==> src/rtl/mem_byte_initiator.sv <==
`default_nettype none
// ============================================================================
//  Module   : mem_byte_initiator
//  Purpose  : Bus-master front end that splits a CPU byte/half/word request
//             into little-endian byte beats on a byte-wide memory interface,
//             assembles read data and reports misalignment and timeouts.
//  Revision : 1.0  initial release
// ============================================================================
module mem_byte_initiator #(
   parameter int addressWidth = 32,
   parameter int dataWidth    = 8,
   parameter int TIMEOUT      = 16
) (
   input  logic                    clk,
   input  logic                    rst_n,
   // CPU side
   input  logic                    cpu_req,
   input  logic                    cpu_we,
   input  logic [1:0]              cpu_size,
   input  logic [addressWidth-1:0] cpu_addr,
   input  logic [31:0]             cpu_wdata,
   output logic                    busy,
   output logic                    done,
   output logic                    err,
   output logic [31:0]             cpu_rdata,
   // Memory side
   output logic                    readmem,
   output logic                    writemem,
   output logic [addressWidth-1:0] addressBus,
   output logic [dataWidth-1:0]    dataBusOut,
   input  logic [dataWidth-1:0]    dataBusIn,
   input  logic                    memDataReady
);

   // FSM encoding
   localparam logic [1:0] c_IDLE   = 2'd0;
   localparam logic [1:0] c_ACCESS = 2'd1;
   localparam logic [1:0] c_DONE   = 2'd2;

   // Wait counter sized to hold TIMEOUT-1; a TIMEOUT of 0 disables the abort
   localparam int                WAIT_W      = (TIMEOUT > 1) ? $clog2(TIMEOUT) : 1;
   localparam logic [WAIT_W-1:0] c_WAIT_LAST = (TIMEOUT > 0) ? WAIT_W'(TIMEOUT - 1) : '0;

   logic [1:0]              r_state;
   logic                    r_we;
   logic [1:0]              r_lastBeat;
   logic [addressWidth-1:0] r_addr;
   logic [31:0]             r_wdata;
   logic [1:0]              r_beat;
   logic [WAIT_W-1:0]       r_waitCnt;
   logic [31:0]             r_rdAccum;
   logic [31:0]             r_rdata;
   logic                    r_err;

   logic                    w_strobe;
   logic                    w_beatDone;
   logic                    w_isLastBeat;
   logic                    w_timeout;
   logic                    w_reqBad;
   logic [1:0]              w_reqLastBeat;
   logic [31:0]             w_rdAccumNext;

   // Decode request size into last beat index and detect illegal requests
   always_comb begin
      w_reqLastBeat = 2'd0;
      w_reqBad      = 1'b0;
      case (cpu_size)
         2'b00: w_reqLastBeat = 2'd0;
         2'b01: begin
            w_reqLastBeat = 2'd1;
            w_reqBad      = cpu_addr[0];
         end
         2'b10: begin
            w_reqLastBeat = 2'd3;
            w_reqBad      = (cpu_addr[1:0] != 2'b00);
         end
         default: w_reqBad = 1'b1;
      endcase
   end

   assign w_strobe     = (r_state == c_ACCESS);
   assign w_beatDone   = w_strobe & memDataReady;
   assign w_isLastBeat = (r_beat == r_lastBeat);
   assign w_timeout    = w_strobe & ~memDataReady & (TIMEOUT != 0) &
                         (r_waitCnt == c_WAIT_LAST);

   // Merge the incoming read byte into its lane of the accumulator
   always_comb begin
      w_rdAccumNext = r_rdAccum;
      for (int b = 0; b < 4; b++) begin
         if (r_beat == 2'(b)) begin
            w_rdAccumNext[b*dataWidth +: dataWidth] = dataBusIn;
         end
      end
   end

   // Main transaction FSM: accept, step through beats, report completion
   always_ff @(posedge clk or negedge rst_n) begin
      if (!rst_n) begin
         r_state    <= c_IDLE;
         r_we       <= 1'b0;
         r_lastBeat <= 2'd0;
         r_addr     <= '0;
         r_wdata    <= '0;
         r_beat     <= 2'd0;
         r_waitCnt  <= '0;
         r_rdAccum  <= '0;
         r_err      <= 1'b0;
      end else begin
         case (r_state)
            c_IDLE: begin
               r_err <= 1'b0;
               if (cpu_req) begin
                  r_we       <= cpu_we;
                  r_addr     <= cpu_addr;
                  r_wdata    <= cpu_wdata;
                  r_lastBeat <= w_reqLastBeat;
                  r_beat     <= 2'd0;
                  r_waitCnt  <= '0;
                  r_rdAccum  <= '0;
                  if (w_reqBad) begin
                     r_err   <= 1'b1;
                     r_state <= c_DONE;
                  end else begin
                     r_state <= c_ACCESS;
                  end
               end
            end
            c_ACCESS: begin
               if (w_beatDone) begin
                  r_waitCnt <= '0;
                  if (!r_we) begin
                     r_rdAccum <= w_rdAccumNext;
                  end
                  if (w_isLastBeat) begin
                     r_err   <= 1'b0;
                     r_state <= c_DONE;
                  end else begin
                     r_beat <= r_beat + 2'd1;
                  end
               end else if (w_timeout) begin
                  r_err   <= 1'b1;
                  r_state <= c_DONE;
               end else begin
                  r_waitCnt <= r_waitCnt + WAIT_W'(1);
               end
            end
            c_DONE: begin
               r_beat  <= 2'd0;
               r_state <= c_IDLE;
            end
            default: r_state <= c_IDLE;
         endcase
      end
   end

   // Publish load data only when the final beat of a load lands
   always_ff @(posedge clk or negedge rst_n) begin
      if (!rst_n) begin
         r_rdata <= '0;
      end else if (w_beatDone && w_isLastBeat && !r_we) begin
         r_rdata <= w_rdAccumNext;
      end
   end

   // Bus drive derives from state so an async reset drops strobes at once
   assign readmem    = w_strobe & ~r_we;
   assign writemem   = w_strobe & r_we;
   assign addressBus = w_strobe ? (r_addr + addressWidth'(r_beat)) : '0;
   assign dataBusOut = (w_strobe && r_we) ? r_wdata[int'(r_beat)*dataWidth +: dataWidth] : '0;

   assign busy      = (r_state != c_IDLE);
   assign done      = (r_state == c_DONE);
   assign err       = (r_state == c_DONE) & r_err;
   assign cpu_rdata = r_rdata;

endmodule
`default_nettype wire
==> config.mk <==
export PLATFORM = sky130hd
export DESIGN_NAME = mem_byte_initiator
export DESIGN_NICKNAME = d
export VERILOG_FILES = /design/src/rtl/mem_byte_initiator.sv
export SDC_FILE = /design/constraint.sdc
export NUM_CORES = 1
export LEC_CHECK = 0
export ABC_AREA = 1
export CORE_MARGIN = 2
export CORE_UTILIZATION = 55
export DETAILED_ROUTE_END_ITERATION = 8
export GPL_TIMING_DRIVEN = 1
export PLACE_DENSITY = 0.85
export RECOVER_POWER = 50
export SYNTH_ARGS = -nofsm -noshare
export SYNTH_HDL_FRONTEND = slang
export SYNTH_SLANG_ARGS = --single-unit
==> constraint.sdc <==
create_clock -name clk -period 5.9 [get_ports clk]
set_input_delay 1.18 -clock clk [delete_from_list [all_inputs] [get_ports clk]]
set_output_delay 1.18 -clock clk [all_outputs]
set_load 0.02 [all_outputs]
==> metrics.md <==
| Metric | Value |
|---|---|
| Status | finished with violations |
| Failing checks | max-capacitance violations, max-slew violations |
| Chip height | 119 um |
| Avg Vias per Cell | 5.39 |
| Worst-Skew Late Latency | about 430 ps |
| GRT Overall Usage | 28.7% |
| First-pass GRT wire length | 32000 um |
| Endpoint class of the critical path | output pin |
| Synth Instances | about 900 |
| Syn Area/Cell | 8.09 um^2 |
| CP bufs+invs | 2 |
| Post-route cell area | 0.00944 mm^2 |
| Crit path cell chain | ha_1 -> fa_1 -> nand2_1 -> nor2_1 -> inv_1 -> nor2_1 -> nand2_1 -> nand2_1 -> nand2_1 -> nor2_1 -> clkdlybuf4s50_1 |
| Antenna violations before repair | 0 |
| Worst setup SP type | register |
| Final setup viols | 0 |
| Core area | 0.0127 mm^2 |
| CP delay by family, top | simple AND/OR/NAND/NOR gates |
| Area of the multi-input gates | 0.00320 mm^2 |
| Final worst setup slack | 1220 ps |
| Slew Viols, Final | 145 |
| Area of the mapped netlist | 0.00724 mm^2 |
| Sw Share | 40.6% |
| Clock Tree Buf Depth | 2 |
| Part of the power in registers | 34.4% |
| Required @ worst endpoint | 4720 ps |
| Post-route DRC | 0 |
| Post-CTS Hold Buffers | 0 |
| Vias | around 6600 |
| Asr flop ratio synth | 100% |
| Total grt overflow | 0 |
| Post-route ant nets | 0 |
| Placement Cell Area | 0.00888 mm^2 |
| N_diodes | 0 |
| Number of synthesized flops with an enable pin | 0 |
| Peak VDD IR | 0.000277 V |
| Final worst-path cycle share | 79.3% |
| Seq/Total Area, Yosys | 48.4% |
| Hold crit path type | register to register |
| MaxCap Viol Count | 2 |
| Clock skew | between 7 and 8 ps |
| #FFs+latches synth | 140 |
| Critical path's most frequent cell | nand2_1 |
| Placer Congestion | 0.964 |
| Hold depth | 2 |
| H-tree levels | 4 |
| Yosys warning count | 0 |
| R2R depth | 7 |
| Worst slew margin | -59.3% |
| PwrDens | ~500 mW/mm^2 |
| CTS root buffer | clkbuf_16 |
| Nets | 1129 |
| Post-DP HPWL | 14000 um |
| Io pins | 156 |
| Worst-margin pin slew | 2390 ps |
| Syn Nets | 985 |
| IO Port Bufs | 155 |
| TritonCTS Buffers | 17 |
| Post-CTS resize count | 0 |
| Largest net degree at the start of global routing | between 90 and 100 |
| Initial Utilization | approximately 57% |
| Peak Freq | between 200 and 250 MHz |
| CP max stage cell | dfrtp_1 |
| Post-layout minimum cycle time | 4680 ps |
| Switching power total | 0.00193 W |
| Final Routed Wirelength | 19400 um |
| Pint | 0.00282 W |
| Max FO, Critical Path | 23 |
| Sinks on Clock Net | 140 |
| Sum Neg Setup Slack | 0 ps |
| Postcts setup bufs | 0 |
| Worst slack at placement | 1700 ps |
| Unrepaired setup endpoints after global routing | no |
| Drt pass-1 iters | 5 |
| Pleak | 4.16 nW |
| Share of post-route cells with drive strength above 1 | 9.13% |
| Crit path depth | 11 |
| Row cnt | 41 |
| Vias in the first global route | 6428 |
| CTS tree | done |
| Primary FF master, synth | dfrtp_1 |
| Synth cell types | 29 |
| Comb pwr share | a little over two fifths |
| Drt wl/cell | 15.8 um |
| Die Wd | 119 um |
| Sequential cell area | 0.00350 mm^2 |
| Max incr delay on CP | between 800 and 900 ps |
| Fillers | 976 |
| Crit path DAT | between 3000 and 4000 ps |
| DRT iter0 DRCs | 633 |
| Critical setup path kind | register to output pin |
| Clock network fraction of total power | 21.9% |
| P&R area growth vs syn | 30.5% |
| Hold Fails Final Rpt | 0 |
| CTS clk-pin slew, worst paths | 60 ps |
| Die Area | 0.0141 mm^2 |
## per-layer routing
metal | vias up | wire (um) | global-route usage, %
li1 | 3173 | - | -
met1 | 3160 | 8400 | 37.9
met4 | 0 | 599 | 11.9
met2 | 215 | 9100 | 45.0
met5 | - | 0 | 0
met3 | 50 | 1290 | 7.43
## stage by stage
| stage | hold slack, ps | utilization, % | power (W) | instances |
|---|---|---|---|---|
| after floorplan | 442 | - | 0.00288 | 895 |
| after global placement | 465 | 69.8 | 0.00367 | 1192 |
| after detailed placement | 463 | 69.8 | 0.00371 | 1192 |
| after CTS | 482 | 74.3 | 0.00476 | 1224 |
| after global routing | 503 | 74.2 | 0.00505 | 1224 |
| final | 480 | 74.2 | 0.00475 | 1224 |
## final cells by class
| class | instances | share of cell area [%] |
|---|---|---|
| Multi-Input combinational cell | 623 | 33.9 |
| Clock buffer | 21 | 4.98 |
| Clock inverter | 11 | 1.15 |
| Tap cell | 172 | 2.28 |
| Sequential cell | 140 | 37.1 |
| Inverter | 97 | 3.86 |
| Timing Repair Buffer | 160 | 16.7 |
## path summary, 6_finish.rpt
kind / start / endpoint / slack [ps]
min in group asynchronous: rst_n / r_addr[20] / 1410
worst min-delay path: r_err / r_err / 480
worst max-delay path: r_beat[0] / addressBus[28] / 1220
worst max register to register: r_state[1] / cpu_rdata[26] / 2860
max in group asynchronous: rst_n / cpu_rdata[15] / 2900
worst min register to register: r_err / r_err / 480
## cells by family after synthesis
| kind of cell | Yosys count | share of synthesized area (%) |
|---|---|---|
| simple gates | 384 | 21.4 |
| compound gates | 171 | 12.2 |
| flops | 140 | 48.4 |
| buf+inv | 132 | 7.38 |
| mux | 51 | 7.93 |
| fa+ha+maj | 11 | 2.01 |
| xor+xnor | 6 | 0.726 |
## worst register-to-register path, cell delays in order, from the launching register on
cell and delay (ps):
dfrtp_1 440, nor2_4 380, inv_2 340, nor2_8 340
nand2_4 280, nor2_4 870, nor2_1 140, a21oi_1 170
## state kept, by name, indices dropped and copies added, names as in the netlist
register    count
r_wdata        32
r_state         2
r_waitCnt       4
r_beat          2
r_err           1
r_rdAccum      32
r_addr         32
r_we            1
cpu_rdata      32
r_lastBeat      2
## placed cells by master (no fill, tap or decap), types with 6 or more instances in the layout
cell type,netlist,routed
clkdlybuf4s50_1,0,150
clkbuf_16,0,17
mux2_2,51,51
o22ai_1,17,17
nand2_1,187,187
dfrtp_1,140,140
nand3_1,34,34
inv_1,93,93
a21oi_1,57,57
xnor2_1,6,6
o21ai_0,88,94
nor2_1,149,149
ha_1,10,10
## power groups by stage
stage | registers, W | logic [W] | clock network [W]
floorplan | 0.00164 | 0.00124 | 0
global placement | 0.00162 | 0.00204 | 0
finish | 0.00163 | 0.00208 | 0.00104
global route | 0.00168 | 0.00227 | 0.00109
CTS | 0.00162 | 0.00209 | 0.00104
detailed placement | 0.00164 | 0.00208 | 0
## synth_stat cells, types with 2 or more instances
master,number,area (um^2)
ha_1,10,125
buf_6,2,22.5
dfrtp_1,140,3500
nor3_1,4,20.0
nor2_2,2,12.5
inv_2,2,7.51
clkbuf_1,11,41.3
nor2_4,2,22.5
nor2_1,149,559
mux2_2,51,574
buf_2,16,80.1
xnor2_1,6,52.6
o21ai_0,88,440
inv_1,93,349
nand3_1,34,170
nand2_1,187,702
nand3b_1,2,15.0
o22ai_1,17,106
o21ai_1,8,40.0
buf_1,5,18.8
a21oi_1,57,285
clkinv_1,2,7.51
No activity file was read; power rests on OpenSTA's default activity.
